===== src/rtl/rs_seq_pkg.sv =====
// Shared encodings and helpers for the sequential logarithmic right shifter.
package rs_seq_pkg;

    localparam int DATA_W = 8;
    localparam int AMT_W  = 3;

    localparam logic [1:0] MODE_LSR = 2'b00;
    localparam logic [1:0] MODE_ASR = 2'b01;
    localparam logic [1:0] MODE_ROR = 2'b10;

    typedef enum logic [1:0] {
        S_IDLE = 2'd0,
        S_ST4  = 2'd1,
        S_ST2  = 2'd2,
        S_ST1  = 2'd3
    } state_e;

    typedef enum logic [1:0] {
        DIST_4 = 2'd0,
        DIST_2 = 2'd1,
        DIST_1 = 2'd2
    } dist_e;

    // Arithmetic mode propagates the operand sign; every other mode shifts in zero.
    function automatic logic fill_bit(input logic [1:0] mode, input logic signed [DATA_W-1:0] operand);
        return (mode == MODE_ASR) ? operand[DATA_W-1] : 1'b0;
    endfunction

endpackage


===== src/rtl/rs_seq_stage.sv =====
// One shared right-shift stage: shift by 4, 2 or 1 with fill or rotate, bypassable.
module rs_stage
    import rs_seq_pkg::*;
(
    input  logic [DATA_W-1:0] data_i,
    input  dist_e             dist_i,
    input  logic              en_i,
    input  logic              rot_i,
    input  logic              fill_i,
    output logic [DATA_W-1:0] data_o
);

    logic [3:0]          upper;
    logic [DATA_W+2:0]   ext;
    logic [DATA_W-1:0]   shifted;

    // Bits entering from the top: wrapped-around LSBs for rotate, else the fill bit.
    assign upper = rot_i ? data_i[3:0] : {4{fill_i}};
    assign ext   = {upper, data_i[DATA_W-1:1]};

    always_comb begin
        shifted = data_i;
        unique case (dist_i)
            DIST_4:  shifted = ext[DATA_W+2:3];
            DIST_2:  shifted = ext[DATA_W:1];
            DIST_1:  shifted = ext[DATA_W-1:0];
            default: shifted = data_i;
        endcase
        data_o = en_i ? shifted : data_i;
    end

endmodule


===== src/rtl/rs_seq.sv =====
// Sequential 8-bit right shifter: one shared stage applied for 4, 2, 1 on successive cycles.
module rs_seq
    import rs_seq_pkg::*;
#(
    parameter bit BYPASS_ZERO = 1'b0
) (
    input  logic              clk,
    input  logic              rst,
    input  logic              start,
    input  logic [DATA_W-1:0] din,
    input  logic [AMT_W-1:0]  amt,
    input  logic [1:0]        mode,
    output logic              busy,
    output logic              done,
    output logic [DATA_W-1:0] dout
);

    state_e            state_q, state_d;
    logic [DATA_W-1:0] data_q, data_d;
    logic [AMT_W-1:0]  amt_q, amt_d;
    logic [1:0]        mode_q, mode_d;
    logic              fill_q, fill_d;
    logic [DATA_W-1:0] dout_q, dout_d;
    logic              done_q, done_d;

    dist_e             stage_dist;
    logic              stage_en;
    logic [DATA_W-1:0] stage_out;

    rs_stage u_stage (
        .data_i (data_q),
        .dist_i (stage_dist),
        .en_i   (stage_en),
        .rot_i  (mode_q == MODE_ROR),
        .fill_i (fill_q),
        .data_o (stage_out)
    );

    always_ff @(posedge clk or posedge rst) begin
        if (rst) begin
            state_q <= S_IDLE;
            data_q  <= '0;
            amt_q   <= '0;
            mode_q  <= '0;
            fill_q  <= 1'b0;
            dout_q  <= '0;
            done_q  <= 1'b0;
        end else begin
            state_q <= state_d;
            data_q  <= data_d;
            amt_q   <= amt_d;
            mode_q  <= mode_d;
            fill_q  <= fill_d;
            dout_q  <= dout_d;
            done_q  <= done_d;
        end
    end

    always_comb begin
        state_d    = state_q;
        data_d     = data_q;
        amt_d      = amt_q;
        mode_d     = mode_q;
        fill_d     = fill_q;
        dout_d     = dout_q;
        done_d     = 1'b0;
        stage_dist = DIST_4;
        stage_en   = 1'b0;

        unique case (state_q)
            S_IDLE: begin
                if (start) begin
                    if (BYPASS_ZERO && (amt == '0)) begin
                        dout_d = din;
                        done_d = 1'b1;
                    end else begin
                        data_d  = din;
                        amt_d   = amt;
                        mode_d  = mode;
                        fill_d  = fill_bit(mode, din);
                        state_d = S_ST4;
                    end
                end
            end
            S_ST4: begin
                stage_dist = DIST_4;
                stage_en   = amt_q[2];
                data_d     = stage_out;
                state_d    = S_ST2;
            end
            S_ST2: begin
                stage_dist = DIST_2;
                stage_en   = amt_q[1];
                data_d     = stage_out;
                state_d    = S_ST1;
            end
            S_ST1: begin
                // Final stage writes straight into dout so done and result align.
                stage_dist = DIST_1;
                stage_en   = amt_q[0];
                dout_d     = stage_out;
                done_d     = 1'b1;
                state_d    = S_IDLE;
            end
            default: state_d = S_IDLE;
        endcase
    end

    assign busy = (state_q != S_IDLE);
    assign done = done_q;
    assign dout = dout_q;

endmodule


===== config.mk =====
export PLATFORM = sky130hd
export DESIGN_NAME = rs_seq
export DESIGN_NICKNAME = d
export VERILOG_FILES = /design/src/rtl/rs_seq_pkg.sv /design/src/rtl/rs_seq_stage.sv /design/src/rtl/rs_seq.sv
export SDC_FILE = /design/constraint.sdc
export NUM_CORES = 1
export LEC_CHECK = 0
export CORE_MARGIN = 3
export CORE_UTILIZATION = 52
export DETAILED_ROUTE_END_ITERATION = 8
export PLACE_DENSITY = 0.85
export REMOVE_ABC_BUFFERS = 1
export SYNTH_ARGS = -nofsm -noshare
export SYNTH_HDL_FRONTEND = slang
export SYNTH_SLANG_ARGS = --single-unit

===== constraint.sdc =====
create_clock -name clk -period 2.6 [get_ports clk]
set_input_delay 0.78 -clock clk [delete_from_list [all_inputs] [get_ports clk]]
set_output_delay 0.78 -clock clk [all_outputs]
set_load 0.02 [all_outputs]

Yosys cells after proc, flatten, opt, wreduce, memory -nomap -nowiden
Cells that the tools add are included.
{"block": "word_totals", "register_bits": 25, "output_inout_bits": 10, "wordCells": 33}
{"block": "classes", "n_eq_ne": 8, "n_reduce_logical": 7, "mux": 11}
{"cell": "8-bit one-hot mux with 3 select lines", "count": 1}
{"cell": "8-bit two-way mux", "count": 2}
{"cell": "8-bit one-hot mux with 2 select lines", "count": 1}
{"cell": "2-bit == test, second input constant", "count": 4}
{"cell": "2-bit one-hot mux with 4 select lines", "count": 1}
{"cell": "2-bit by 1-bit == test with 1-bit output, second input constant", "count": 3}
{"cell": "2-bit logical NOT", "count": 2}
{"cell": "4-bit two-way mux", "count": 1}
{"cell": "2-bit one-hot mux with 2 select lines", "count": 1}
{"cell": "2-bit AND reduction", "count": 2}
{"cell": "2-bit nonzero test", "count": 2}
{"cell": "1-bit one-hot mux with 3 select lines", "count": 1}
{"cell": "1-bit two-way mux", "count": 2}
{"cell": "2-bit two-way mux", "count": 1}
{"cell": "2-bit inequality test, second input constant", "count": 1}
{"cell": "2-bit OR reduction", "count": 1}

Longest topological paths before layout
{"block": "logic_depth", "word_depth": 6, "mapped_depth": 7, "ltp_nobuf": 6}

Hierarchy
From an unflattened synthesis, not the netlist that was laid out.
{"block": "hier_totals", "cells_unflattened": 139, "area_unflattened_um2": 1562.7}
{"module": "rs_seq", "instances": 1, "seq_area_each_um2": 625.6, "cells_each": 80, "area_per_inst_um2": 1173.6}
{"module": "rs_stage", "instances": 1, "seq_area_each_um2": 0.0, "cells_each": 59, "area_per_inst_um2": 389.1}

Worst setup path before layout
Ideal clock, no wire load.
{"block": "synth_path", "kind": "reg2reg", "start": "reg state_q[0]", "end": "reg data_q[6]", "path_slack_ps": 623, "arrival_ps": 1851, "n_path_buf": 0, "path_stages_with_launch": 7, "synth_period_minus_slack_ps": 1977, "path_cell_list": "dfrtp_1 -> inv_1 -> ha_1 -> a222oi_1 -> nor3_2 -> or3_1 -> o311a_1"}
{"block": "synth_via", "elab_chain_cells": 6, "elab_cells_between_ends": 16, "cone_classes": "6 x eq/ne; 5 x mux; 5 x reduce/logical"}
{"element": "start, declared", "line_no": "rs_seq.sv:18", "source": "state_e state_q, state_d;"}
{"element": "start signal, assigned", "line_no": "rs_seq.sv:49", "source": "state_q <= state_d;"}
{"element": "2-bit == test", "line_no": "rs_seq.sv:70", "source": "unique case (state_q)"}
{"element": "2-bit one-hot mux with 2 select lines", "line_no": "rs_seq.sv:70"}
{"element": "2-bit == test, or another cell as far along", "line_no": "rs_seq_stage.sv:23", "source": "unique case (dist_i)"}
{"element": "8-bit one-hot mux with 3 select lines", "line_no": "rs_seq_stage.sv:23"}
{"element": "8-bit two-way mux", "line_no": "rs_seq_stage.sv:29", "source": "data_o = en_i ? shifted : data_i;"}
{"element": "8-bit one-hot mux with 2 select lines", "line_no": "rs_seq.sv:70"}
{"element": "end signal, assigned", "line_no": "rs_seq.sv:50", "source": "data_q <= data_d;"}
{"element": "end, declared", "line_no": "rs_seq.sv:19", "source": "logic [DATA_W-1:0] data_q, data_d;"}
Parallel ways exist; a longest one is shown, timed or not.
A chain may end at the register's enable or synchronous reset.

Worst setup path in the final report
{"block": "layout_path", "start": "reg state_q[0]", "end": "reg data_q[1]"}
The elaborated chain is that of the path after synthesis.

==> impl_summary.md <==
Power
For this design the static power due to leakage is 0.000783 µW. Power spread over the standard cell area amounts to 1330 nW/µm². The maximum vdd drop is 0.819 mV.

Yosys
The sequential-to-total area share from yosys stat is 43.4%. The total number of yosys warnings is 0. In this run, synthesis inferred 0 flip-flops with an integrated enable. The flop and latch count out of synthesis is 25.

The synthesized area is 1440 µm². The cell count after synthesis is 144. dfrtp_1 takes more of the synthesized area than any other cell.

The mean instance size in the synthesized netlist is 10.0 µm². Sorting the synthesized cells by area gives the leading types as dfrtp_1, mux2_2, ha_1. The top flip-flop cell by instance count after synthesis is dfrtp_1. The share of synthesized area in the top cell type comes to 43.4%. In the synthesized netlist, the cells that appear most often are dfrtp_1, inv_1, nand2_1. The count of cell types in the netlist is 42.

The library cell with the highest instance count after synthesis is dfrtp_1. For this run, asynchronously set or reset flops after synthesis account for 100%.

Floorplan
The chip width is 58.6 µm. The row count is 18. Measured along the y axis, the die boundary spans 58.6 µm.

The initial core utilization is 56.6%. The core region is 2540 µm². During I/O placement, the number of pins put on the boundary was 26.

The die outline area is 3440 µm².

Placed design
Once detailed placement completed, the half-perimeter wirelength came to 2.60 mm. The congestion estimate from routability-driven global placement came to 0.907. Input and output buffers added on the ports amount to 25. In this run the cell area measured after placement is 1750 µm².

Finish
After filler insertion, the fill cell instance count of the layout stands at 194. Summing all multi-input logic gate instances after layout gives 738 µm². Across the whole layout, storage elements account for 628 µm². The number of antenna cells inserted is 0.

The count of nets after finishing is 198. The area growth from synthesis to layout is 24.0%. The final cell area excluding filler cells is 1790 µm².

Of the cells placed in the final design, the portion with a size suffix greater than 1 is 15.4%.

STA
Setup repair after global routing left no endpoint under its margin. The final hold violation count is 0. Setup violations remaining at the end of the flow were counted as 0. For the pin with the worst max-slew slack, the measured transition is 0.699 ns. The clock skew after layout is 0.00168 ns. In the finished design, the share of the clock period the worst path needs comes to 90.4%.

Based on the critical path, the design can be clocked at up to 425 MHz. After routing, the total negative slack on setup checks comes to 0 ns. The minimum clock period after layout is 2.35 ns. The number of max-slew violations in the final report is 0.

The headroom to the max-slew limit is 53.4%. Hold is met by 0.498 ns.

Clocking
The later pin in the worst-skew pair is clocked with a latency of 0.31 ns. The clock edge transition at the registers on the reported setup and hold paths is 0.14 ns. The maximum level of the CTS H-tree is 1. The TritonCTS clock tree is built. The clock net sink count is 25. The total CTS buffers is 3. The number of setup buffers added after CTS is 0.

The clock passes through at most 2 buffers. CTS placed an instance of clkbuf_4 at the clock tree root.

Global route
The first global-routing pass estimated 5.75 mm of wire. The via count of the first global-routing pass is 1191. Entering global routing, the biggest net connects 26 pins. The global-route congestion overflow total is 0. The number of antenna violations at the first check in global routing came to 0. Global routing used 21.2% of the available tracks across all layers.

Routing
In the routed layout, each cell is associated on average with a via count of 6.02. The aggregate routed wire length is 3.42 mm. For this run, the detailed router's first-pass iteration total came to 6. The number of violations reported at the end of detailed-routing iteration 0 is 92. The routed wire length per instance is 16.7 µm. The vias after detailed routing is 1235.

The detail route stage leaves a number of antenna-violating nets equal to 0. The number of DRC violations after detailed routing is 0.

Setup path
The startpoint of the most critical register-to-register path is state_q[0]$_DFFE_PP0P_. The critical path endpoint category is a register. The critical path is of the reg -> reg type. Data on the critical path is required at its endpoint by 2.82 ns. In this run the worst path has a maximum fanout of 8. In this run the worst setup path begins at state_q[0]$_DFFE_PP0P_.

Data arrives at the worst endpoint at 2.57 ns. The worst setup path is launched from a register.

Job
The tool flagged a number of max-cap violations equal to 0.

Outcome
The flow ran to the end, and the final reports show no timing, DRC or antenna violations.

Worst hold path
The startpoint identified for the worst hold timing path is dout[4]$_DFFE_PP0N_. The worst hold path class is reg -> reg.
final timing paths:
| check | to | slack, ns | cells past startpoint |
|---|---|---|---|
| max in group asynchronous | state_q[0]$_DFFE_PP0P_ | 1.54 | 3 |
| max | data_q[1]$_DFFE_PP0P_ | 0.25 | 7 |
| min in group asynchronous | data_q[5]$_DFFE_PP0P_ | 0.80 | 3 |
| min | dout[4]$_DFFE_PP0N_ | 0.50 | 2 |
| min reg2reg | dout[4]$_DFFE_PP0N_ | 0.50 | 2 |
| max reg2reg | data_q[1]$_DFFE_PP0P_ | 0.25 | 7 |
where the power goes:
group	total (µW)	leakage, µW	internal, µW	switching (µW)
registers	765	0.000305	584	181
logic	1440	0.000460	665	775
clock network	177	0.0000177	57.5	119
total	2380	0.000783	1310	1080
per-stage QoR:
| stage | util [%] | setup WS, ns | cells | total power, µW |
|---|---|---|---|---|
| floorplan | - | 0.356 | 139 | 1680 |
| CTS | 70.0 | 0.00790 | 205 | 2370 |
| global placement | 68.9 | 0.390 | 201 | 2150 |
| finish | 70.2 | 0.250 | 205 | 2380 |
| global route | 70.2 | 0.142 | 205 | 2560 |
| detailed placement | 68.9 | 0.294 | 201 | 2190 |
worst max-delay path: stages, from the launching register on:
cell and delay [ns]:
dfrtp_2 0.47, inv_1 0.14, ha_1 0.34, a222oi_1 0.16
buf_4 0.18, nor3_2 0.43, nor2_1 0.21, a221o_1 0.33
area by class of cell:
| class | count | area share (%) |
|---|---|---|
| clock buffers | 3 | 1.26 |
| clock inverters | 1 | 0.280 |
| inverters | 13 | 2.73 |
| multi-input cells | 101 | 41.3 |
| flip-flops and latches | 25 | 35.2 |
| well taps | 30 | 2.10 |
| repair buffers | 32 | 17.1 |
cell families (layout without fill, tap and decap cells):
logic type                 after synthesis  after routing  share of synthesized area (%)
DFF                                     25             25                           43.4
AOI/OAI and AO/OA                       40             40                           22.2
muxes                                    9              9                           6.86
and+or+nand+nor                         46             46                           16.9
buffers and inverters                   18             49                           5.30
adders and majority gates                6              6                           5.21
routing by layer:
metal / global-route usage, % / share of wire [%] / wire [µm] / up-vias
met1: 29.0 / 43 / 1480 / 587
met3: 4.17 / 7.6 / 260 / 2
met4: 3.56 / 0.56 / 19 / 0
li1: - / - / - / 594
met5: 0 / 0 / 0 / -
met2: 35.7 / 49 / 1660 / 52
layout by cell type (no fill, tap or decap), types with 3 or more instances in the layout:
cell type / count
clkdlybuf4s50_1: 24
dfrtp_1: 23
inv_1: 13
nand2_1: 12
nor2_1: 11
mux2_2: 7
o21ai_0: 7
buf_4: 7
ha_1: 6
nor3_1: 4
a222oi_1: 3
nand2b_1: 3
a21oi_1: 3
a221o_1: 3
nand3_1: 3
nand3b_1: 3
o221ai_1: 3
o31ai_1: 3
clkbuf_4: 3
state kept, by name (all words and copies together) (netlist names):
| name | count |
|---|---|
| data_q | 8 |
| dout | 8 |
| amt_q | 3 |
| mode_q | 2 |
| state_q | 2 |
| done | 1 |
| fill_q | 1 |
what timing repair did:
action / in CTS / in global routing
gates resized for setup: 1 / 2
endpoints found under the setup margin: 1 / 1
hold buffers: 0 / 0
gates cloned: 0 / 0
(Power assumes the default switching activity.)
